--- config.mk ---
export PLATFORM = sky130hd
export DESIGN_NAME = ysyx_25030085_lsu_flat
export DESIGN_NICKNAME = d
export VERILOG_FILES = /design/src/rtl/ysyx_25030085_lsu_pkg.sv /design/src/rtl/ysyx_25030085_lsu_if.sv /design/src/rtl/ysyx_25030085_lsu_align.sv /design/src/rtl/ysyx_25030085_lsu.sv /design/src/flat_wrapper.sv
export SDC_FILE = /design/constraint.sdc
export NUM_CORES = 1
export LEC_CHECK = 0
export ABC_AREA = 1
export CAP_MARGIN = 20
export CORE_MARGIN = 2
export CORE_UTILIZATION = 44
export DETAILED_ROUTE_END_ITERATION = 10
export PLACE_DENSITY_LB_ADDON = 0.3
export SYNTH_ARGS = -nofsm -noshare
export SYNTH_HDL_FRONTEND = slang
export SYNTH_SLANG_ARGS = --single-unit
--- constraint.sdc ---
create_clock -name clk -period 2.1 [get_ports clk]
set_input_delay 0.42 -clock clk [delete_from_list [all_inputs] [get_ports clk]]
set_output_delay 0.42 -clock clk [all_outputs]
set_load 0.005 [all_outputs]
--- src/rtl/ysyx_25030085_lsu_pkg.sv ---
// Shared definitions for the load/store unit: memop encodings, FSM states
// and the size/legality helpers used by both the FSM and the lane aligner.
package ysyx_25030085_lsu_pkg;

  localparam logic [2:0] MEMOP_B  = 3'b000;
  localparam logic [2:0] MEMOP_H  = 3'b001;
  localparam logic [2:0] MEMOP_W  = 3'b010;
  localparam logic [2:0] MEMOP_D  = 3'b011;
  localparam logic [2:0] MEMOP_BU = 3'b100;
  localparam logic [2:0] MEMOP_HU = 3'b101;
  localparam logic [2:0] MEMOP_WU = 3'b110;

  typedef enum logic [1:0] {
    ST_IDLE,
    ST_REQ,
    ST_WAIT,
    ST_DONE
  } lsu_state_e;

  // One bit per byte touched by an access of size 2**sz bytes.
  function automatic logic [7:0] size_mask(input logic [1:0] sz);
    case (sz)
      2'd0:    return 8'h01;
      2'd1:    return 8'h03;
      2'd2:    return 8'h0F;
      default: return 8'hFF;
    endcase
  endfunction

  function automatic logic is_misaligned(input logic [1:0] sz, input logic [2:0] lo);
    case (sz)
      2'd0:    return 1'b0;
      2'd1:    return lo[0];
      2'd2:    return |lo[1:0];
      default: return |lo;
    endcase
  endfunction

  function automatic logic is_illegal(input logic [2:0] memop, input logic store,
                                      input logic xlen64);
    return (memop == 3'b111) ||
           (!xlen64 && (memop == MEMOP_D || memop == MEMOP_WU)) ||
           (store && memop[2]);
  endfunction

endpackage

--- src/rtl/ysyx_25030085_lsu_if.sv ---
// EXU-side request/result channel and memory-side request/response bus.
// EXU channel: master = EXU, slave = LSU. Memory bus: master = LSU, slave = memory.
interface ysyx_25030085_lsu_exu_if #(
  parameter int XLEN   = 32,
  parameter int ADDR_W = 32
);
  logic              in_valid;
  logic              in_ready;
  logic              in_ren;
  logic              in_wen;
  logic [2:0]        in_memop;
  logic [ADDR_W-1:0] in_addr;
  logic [XLEN-1:0]   in_wdata;
  logic              out_valid;
  logic              out_ready;
  logic [XLEN-1:0]   out_rdata;
  logic              out_misalign;
  logic              out_fault;

  modport master (
    output in_valid, in_ren, in_wen, in_memop, in_addr, in_wdata, out_ready,
    input  in_ready, out_valid, out_rdata, out_misalign, out_fault
  );
  modport slave (
    input  in_valid, in_ren, in_wen, in_memop, in_addr, in_wdata, out_ready,
    output in_ready, out_valid, out_rdata, out_misalign, out_fault
  );
endinterface

interface ysyx_25030085_lsu_mem_if #(
  parameter int XLEN   = 32,
  parameter int ADDR_W = 32
);
  logic              mem_req_valid;
  logic              mem_req_ready;
  logic              mem_req_wen;
  logic [ADDR_W-1:0] mem_req_addr;
  logic [XLEN-1:0]   mem_req_wdata;
  logic [XLEN/8-1:0] mem_req_wstrb;
  logic              mem_rsp_valid;
  logic [XLEN-1:0]   mem_rsp_rdata;
  logic              mem_rsp_err;

  modport master (
    output mem_req_valid, mem_req_wen, mem_req_addr, mem_req_wdata, mem_req_wstrb,
    input  mem_req_ready, mem_rsp_valid, mem_rsp_rdata, mem_rsp_err
  );
  modport slave (
    input  mem_req_valid, mem_req_wen, mem_req_addr, mem_req_wdata, mem_req_wstrb,
    output mem_req_ready, mem_rsp_valid, mem_rsp_rdata, mem_rsp_err
  );
endinterface

--- src/rtl/ysyx_25030085_lsu_align.sv ---
// Combinational byte-lane steering: store data/strobe placement and load
// extraction with sign or zero extension to XLEN.
module ysyx_25030085_lsu_align
  import ysyx_25030085_lsu_pkg::*;
#(
  parameter int XLEN = 32
) (
  input  logic [2:0]                  memop_i,
  input  logic [$clog2(XLEN/8)-1:0]   off_i,
  input  logic [XLEN-1:0]             wdata_i,
  input  logic [XLEN-1:0]             rdata_i,
  output logic [XLEN-1:0]             wdata_o,
  output logic [XLEN/8-1:0]           wstrb_o,
  output logic [XLEN-1:0]             rdata_o
);
  localparam int STRB_W = XLEN / 8;

  logic [XLEN-1:0] rsh;
  logic [7:0]      mask;
  logic            msb;
  logic            sgn;

  always_comb begin
    mask    = size_mask(memop_i[1:0]);
    wstrb_o = STRB_W'({8'h00, mask} << off_i);
    wdata_o = wdata_i << {off_i, 3'b000};
    rsh     = rdata_i >> {off_i, 3'b000};
    case (memop_i[1:0])
      2'd0:    msb = rsh[7];
      2'd1:    msb = rsh[15];
      default: msb = rsh[31];
    endcase
    sgn = ~memop_i[2] & msb;
    // Lanes covered by the access pass through; the rest carry the extension.
    rdata_o = '0;
    for (int i = 0; i < STRB_W; i++) begin
      rdata_o[8*i +: 8] = mask[i] ? rsh[8*i +: 8] : {8{sgn}};
    end
  end

endmodule

--- src/rtl/ysyx_25030085_lsu.sv ---
// Load/store unit: accepts one EXU request at a time, screens it for illegal
// or misaligned use, runs a single beat on the memory bus and holds the result.
module ysyx_25030085_lsu
  import ysyx_25030085_lsu_pkg::*;
#(
  parameter int XLEN   = 32,
  parameter int ADDR_W = 32
) (
  input  logic                     clk,
  input  logic                     rst_n,
  ysyx_25030085_lsu_exu_if.slave   exu,
  ysyx_25030085_lsu_mem_if.master  mem
);
  localparam int STRB_W = XLEN / 8;
  localparam int OFF_W  = $clog2(STRB_W);

  lsu_state_e        state_q;
  logic [2:0]        memop_q;
  logic [ADDR_W-1:0] addr_q;
  logic [XLEN-1:0]   wdata_q;
  logic              store_q;
  logic [XLEN-1:0]   rdata_q;
  logic              fault_q;
  logic              misalign_q;

  logic              in_store;
  logic              in_illegal;
  logic              in_misal;
  logic [XLEN-1:0]   lane_wdata;
  logic [STRB_W-1:0] lane_wstrb;
  logic [XLEN-1:0]   lane_rdata;

  assign in_store   = exu.in_wen & ~exu.in_ren;
  assign in_illegal = is_illegal(exu.in_memop, in_store, XLEN == 64);
  assign in_misal   = is_misaligned(exu.in_memop[1:0], exu.in_addr[2:0]);

  ysyx_25030085_lsu_align #(.XLEN(XLEN)) u_align (
    .memop_i (memop_q),
    .off_i   (addr_q[OFF_W-1:0]),
    .wdata_i (wdata_q),
    .rdata_i (mem.mem_rsp_rdata),
    .wdata_o (lane_wdata),
    .wstrb_o (lane_wstrb),
    .rdata_o (lane_rdata)
  );

  always_ff @(posedge clk) begin
    if (!rst_n) begin
      state_q    <= ST_IDLE;
      memop_q    <= '0;
      addr_q     <= '0;
      wdata_q    <= '0;
      store_q    <= 1'b0;
      rdata_q    <= '0;
      fault_q    <= 1'b0;
      misalign_q <= 1'b0;
    end else begin
      case (state_q)
        ST_IDLE: if (exu.in_valid) begin
          memop_q    <= exu.in_memop;
          addr_q     <= exu.in_addr;
          wdata_q    <= exu.in_wdata;
          store_q    <= in_store;
          rdata_q    <= '0;
          fault_q    <= 1'b0;
          misalign_q <= 1'b0;
          // Screening order fixes flag priority: illegal, then misaligned.
          if (in_illegal) begin
            fault_q <= 1'b1;
            state_q <= ST_DONE;
          end else if (in_misal) begin
            misalign_q <= 1'b1;
            state_q    <= ST_DONE;
          end else if (!exu.in_ren && !exu.in_wen) begin
            state_q <= ST_DONE;
          end else begin
            state_q <= ST_REQ;
          end
        end
        ST_REQ: if (mem.mem_req_ready) state_q <= ST_WAIT;
        ST_WAIT: if (mem.mem_rsp_valid) begin
          if (mem.mem_rsp_err) begin
            fault_q <= 1'b1;
            rdata_q <= '0;
          end else if (!store_q) begin
            rdata_q <= lane_rdata;
          end
          state_q <= ST_DONE;
        end
        ST_DONE: if (exu.out_ready) state_q <= ST_IDLE;
        default: state_q <= ST_IDLE;
      endcase
    end
  end

  assign exu.in_ready     = rst_n && (state_q == ST_IDLE);
  assign exu.out_valid    = (state_q == ST_DONE);
  assign exu.out_rdata    = rdata_q;
  assign exu.out_fault    = fault_q;
  assign exu.out_misalign = misalign_q;

  assign mem.mem_req_valid = (state_q == ST_REQ);
  assign mem.mem_req_wen   = store_q;
  assign mem.mem_req_addr  = {addr_q[ADDR_W-1:OFF_W], {OFF_W{1'b0}}};
  assign mem.mem_req_wdata = lane_wdata;
  assign mem.mem_req_wstrb = store_q ? lane_wstrb : '0;

endmodule

--- src/flat_wrapper.sv ---
// flat-port wrapper written by rule: the top's interface ports become plain ports
module ysyx_25030085_lsu_flat import ysyx_25030085_lsu_pkg::*;
#(
  parameter int XLEN   = 32,
  parameter int ADDR_W = 32
)
  (clk, rst_n, exu_in_valid, exu_in_ren, exu_in_wen, exu_in_memop, exu_in_addr, exu_in_wdata, exu_out_ready, exu_in_ready, exu_out_valid, exu_out_rdata, exu_out_misalign, exu_out_fault, mem_mem_req_valid, mem_mem_req_wen, mem_mem_req_addr, mem_mem_req_wdata, mem_mem_req_wstrb, mem_mem_req_ready, mem_mem_rsp_valid, mem_mem_rsp_rdata, mem_mem_rsp_err);
  ysyx_25030085_lsu_exu_if #(.XLEN(XLEN), .ADDR_W(ADDR_W)) exu_i ();
  ysyx_25030085_lsu_mem_if #(.XLEN(XLEN), .ADDR_W(ADDR_W)) mem_i ();
  input  logic clk;
  input  logic rst_n;
  input wire logic [$bits(exu_i.in_valid)-1:0] exu_in_valid;
  input wire logic [$bits(exu_i.in_ren)-1:0] exu_in_ren;
  input wire logic [$bits(exu_i.in_wen)-1:0] exu_in_wen;
  input wire logic [$bits(exu_i.in_memop)-1:0] exu_in_memop;
  input wire logic [$bits(exu_i.in_addr)-1:0] exu_in_addr;
  input wire logic [$bits(exu_i.in_wdata)-1:0] exu_in_wdata;
  input wire logic [$bits(exu_i.out_ready)-1:0] exu_out_ready;
  output wire logic [$bits(exu_i.in_ready)-1:0] exu_in_ready;
  output wire logic [$bits(exu_i.out_valid)-1:0] exu_out_valid;
  output wire logic [$bits(exu_i.out_rdata)-1:0] exu_out_rdata;
  output wire logic [$bits(exu_i.out_misalign)-1:0] exu_out_misalign;
  output wire logic [$bits(exu_i.out_fault)-1:0] exu_out_fault;
  output wire logic [$bits(mem_i.mem_req_valid)-1:0] mem_mem_req_valid;
  output wire logic [$bits(mem_i.mem_req_wen)-1:0] mem_mem_req_wen;
  output wire logic [$bits(mem_i.mem_req_addr)-1:0] mem_mem_req_addr;
  output wire logic [$bits(mem_i.mem_req_wdata)-1:0] mem_mem_req_wdata;
  output wire logic [$bits(mem_i.mem_req_wstrb)-1:0] mem_mem_req_wstrb;
  input wire logic [$bits(mem_i.mem_req_ready)-1:0] mem_mem_req_ready;
  input wire logic [$bits(mem_i.mem_rsp_valid)-1:0] mem_mem_rsp_valid;
  input wire logic [$bits(mem_i.mem_rsp_rdata)-1:0] mem_mem_rsp_rdata;
  input wire logic [$bits(mem_i.mem_rsp_err)-1:0] mem_mem_rsp_err;
  assign exu_i.in_valid = exu_in_valid;
  assign exu_i.in_ren = exu_in_ren;
  assign exu_i.in_wen = exu_in_wen;
  assign exu_i.in_memop = exu_in_memop;
  assign exu_i.in_addr = exu_in_addr;
  assign exu_i.in_wdata = exu_in_wdata;
  assign exu_i.out_ready = exu_out_ready;
  assign exu_in_ready = exu_i.in_ready;
  assign exu_out_valid = exu_i.out_valid;
  assign exu_out_rdata = exu_i.out_rdata;
  assign exu_out_misalign = exu_i.out_misalign;
  assign exu_out_fault = exu_i.out_fault;
  assign mem_mem_req_valid = mem_i.mem_req_valid;
  assign mem_mem_req_wen = mem_i.mem_req_wen;
  assign mem_mem_req_addr = mem_i.mem_req_addr;
  assign mem_mem_req_wdata = mem_i.mem_req_wdata;
  assign mem_mem_req_wstrb = mem_i.mem_req_wstrb;
  assign mem_i.mem_req_ready = mem_mem_req_ready;
  assign mem_i.mem_rsp_valid = mem_mem_rsp_valid;
  assign mem_i.mem_rsp_rdata = mem_mem_rsp_rdata;
  assign mem_i.mem_rsp_err = mem_mem_rsp_err;
  ysyx_25030085_lsu #(.XLEN(XLEN), .ADDR_W(ADDR_W)) u_core (.clk(clk), .rst_n(rst_n), .exu(exu_i), .mem(mem_i));
endmodule
==> results.yml, run 1 <==
yosys:
  synth_area_um2: 5353
  synth.distinct_cells: 34
  synth_edf_count: 0
  yosysTopAreaCellShare_pct: 38.90
  synthArstFlopShare_pct: 0
  postSynthAreaPerCell_um2: 6.827
  synth_area_leaders: "dfxtp_1 (39%), o21ai_0 (12%), nor2_1 (9.0%), nand2_1 (7.8%), a21oi_1 (6.7%)"
  yosysMostFrequentCell: "nor2_1"
  ys_top_cells_by_count: "nor2_1 (129), o21ai_0 (127), nand2_1 (111), dfxtp_1 (104), a21oi_1 (72)"
  synth_area_leader_cell: "dfxtp_1"
  ys.flop_type: "dfxtp_1"
  synth_seq_cells: 104
  seq_area_frac_synth_pct: 38.90
  postSynthCellCount: 784
  ys_warn_count: 0
final_layout:
  final_cell_area_um2: 7780
  antenna_cells: 0
  drive_above_1_share_pct: 8.668
  final_nets: 1053
  final_core_util_pct: 65.04
  area.growth.synth_to_final_pct: 45.35
floorplanning:
  core_area_um2: 11960
  ioPinCount: 214
  initial_core_util_pct: 44.75
  dieArea_um2: 13060
  die_h_um: 114.3
  die_w_um: 114.3
  row_count: 40
setup_path:
  cp_max_fo: 17
  critPathArrivalTime_ns: 1.67
  rrSetupSlack_ns: 0.25
  crit_required_ns: 1.68
  crit_type: "reg2out"
  worstSetupEndpointType: "primary output"
  crit_path_start_kind: "flip-flop"
clock_tree:
  cts_max_path_buffers: 2
  cts_sinks: 104
  clock-root-buffer: "clkbuf_16"
  path_clk_slew_ns: 0.07
  htree_levels: 3
  insertion_delay_ns: 0.35
  cts_tree: "done"
  cts_setup_buffers: 0
  cts_inserted_buffers: 9
sta:
  hold_violations: 0
  maxSlewViolCount: 0
  fmax_mhz: 478.2
  final.period_utilization_pct: 99.57
  grt_setup_unrepaired: "yes"
  layout_min_cycle_time_ns: 2.091
  skew_ns: 0.005543
  finalSetupViolCount: 0
route:
  wire_per_inst_um: 14.41
  firstDrtPassIters: 5
  viasPerCell: 5.160
  first_iter_violations: 375
  routed_wl_um: 15760
  drc_errors: 0
  ant_nets: 0
  num_vias: 5640
pwr:
  power_density_nw_per_um2: 1136
  p_leak_nw: 3.291
  total_power_mw: 8.839
  max-vdd-ir-drop_v: 0.0006511
grt:
  grt-ovfl-total: 0
  grt_pass1_wl_um: 25290
  grt_pass1_vias: 5090
  grtUsageTotal_pct: 24.20
  antenna_found_initial: 0
  grt_max_degree: 43
job:
  maxCapViolCount: 0
placed_design:
  place_area_um2: 7382
  place_congestion: 0.8924
  hpwl_um: 11490
  io_buffers: 211
outcome:
  status: "finished, final reports clean"
hold_path:
  hold_class: "reg2reg"
## layer usage
| layer | wire length (um) | track usage (%) |
|---|---|---|
| met2 | 7187 | 38.65 |
| met5 | 0 | 0 |
| met3 | 1509 | 8.947 |
| met1 | 6826 | 30.85 |
| met4 | 232 | 6.667 |
## power breakdown
group	leakage [nW]	switching, mW	internal (mW)	total, mW
sequential	0.855	0.266	2.43	2.70
combinational	2.27	2.31	1.98	4.29
clock	0.165	0.737	1.11	1.85
## final timing paths
path | startpoint | end | depth (start not counted)
hold / removal | u_core.exu.out_rdata[4]$_SDFFE_PN0P_ | u_core.exu.out_rdata[4]$_SDFFE_PN0P_ | 2
setup reg to reg | u_core.addr_q[0]$_SDFFE_PN0P_ | u_core.exu.out_rdata[10]$_SDFFE_PN0P_ | 8
hold reg to reg | u_core.exu.out_rdata[4]$_SDFFE_PN0P_ | u_core.exu.out_rdata[4]$_SDFFE_PN0P_ | 2
setup / recovery | u_core.addr_q[0]$_SDFFE_PN0P_ | mem_mem_req_wdata[7] | 5
## critical path, stage by stage (launching register included)
cell	delay, ns
dfxtp_4	0.36
inv_2	0.13
buf_12	0.16
nand2_1	0.07
nor2_1	0.10
clkdlybuf4s50_1	0.50
## kinds of logic (layout without fill, tap and decap cells)
family / after synthesis / after routing / share of synthesized area (%)
mux: 2 / 2 / 0.3740
buf+inv: 144 / 305 / 13.32
compound gates: 231 / 231 / 23.47
other cells: 1 / 2 / 0.07006
fa+ha+maj: 4 / 4 / 0.9351
simple gates: 298 / 298 / 22.93
flops: 104 / 104 / 38.90
## final cells by class
type | instances | area (um^2)
inverters | 56 | 212.7
clock inverters | 5 | 78.83
clock buffers | 11 | 252.7
flip-flops and latches | 104 | 2090
multi-input cells | 537 | 2599
well taps | 147 | 183.9
repair buffers | 233 | 2364
fillers | 1088 | 4182
## repair_timing
| item | 4_1_cts | 5_1_grt |
|---|---|---|
| hold buffers | 0 | 0 |
| pin swaps | 1 | 1 |
| resized for setup | 31 | 22 |
| cloned | 1 | 0 |
| endpoints found under the setup margin | 29 | 18 |
## state kept, by name, summed over array words and instances, names as in the netlist
register / cells
u_core.addr_q: 32
u_core.exu.out_fault: 1
u_core.exu.out_misalign: 1
u_core.exu.out_rdata: 32
u_core.mem.mem_req_wen: 1
u_core.memop_q: 3
u_core.state_q: 2
u_core.wdata_q: 32
## cell usage in the layout, fill, tap and decap left out, drive strengths merged
master / Yosys / layout
clkbuf: 30 / 13
clkdlybuf4s50: 0 / 181
dlymetal6s2s: 0 / 7
o31ai: 8 / 8
clkinv: 0 / 3
a21oi: 82 / 82
a221oi: 1 / 1
mux2i: 2 / 2
nor2: 131 / 131
o21ai: 129 / 129
nor3: 10 / 10
dlygate4sd2: 0 / 19
conb: 1 / 2
or2: 2 / 2
nand3: 31 / 31
o21bai: 5 / 5
buf: 58 / 23
a22oi: 2 / 2
ha: 4 / 4
o22ai: 2 / 2
nand2: 124 / 124
dfxtp: 104 / 104
a211oi: 1 / 1
bufinv: 0 / 2
inv: 56 / 56
clkdlybuf4s15: 0 / 1
o21a: 1 / 1
## stage by stage
stage / std cells / hold WS (ns) / setup WS, ns / setup TNS, ns
final: 1093 / 0.4620 / 0.008965 / 0
after floorplan: 785 / 0.4390 / 0.4861 / 0
after global routing: 1093 / 0.4858 / -0.07059 / -0.1916
after detailed placement: 1076 / 0.4535 / 0.1732 / 0
after CTS: 1093 / 0.4641 / -0.005445 / -0.005445
after global placement: 1076 / 0.4486 / 0.1619 / 0
No activity file was read; power rests on OpenSTA's default activity.
==> inputs of run 2 (changes only) <==
Settings changed: HOLD_SLACK_MARGIN set to 0.1.
==> results of run 2 <==
The final DEF is identical to that of run 1; final timing and power are the same.
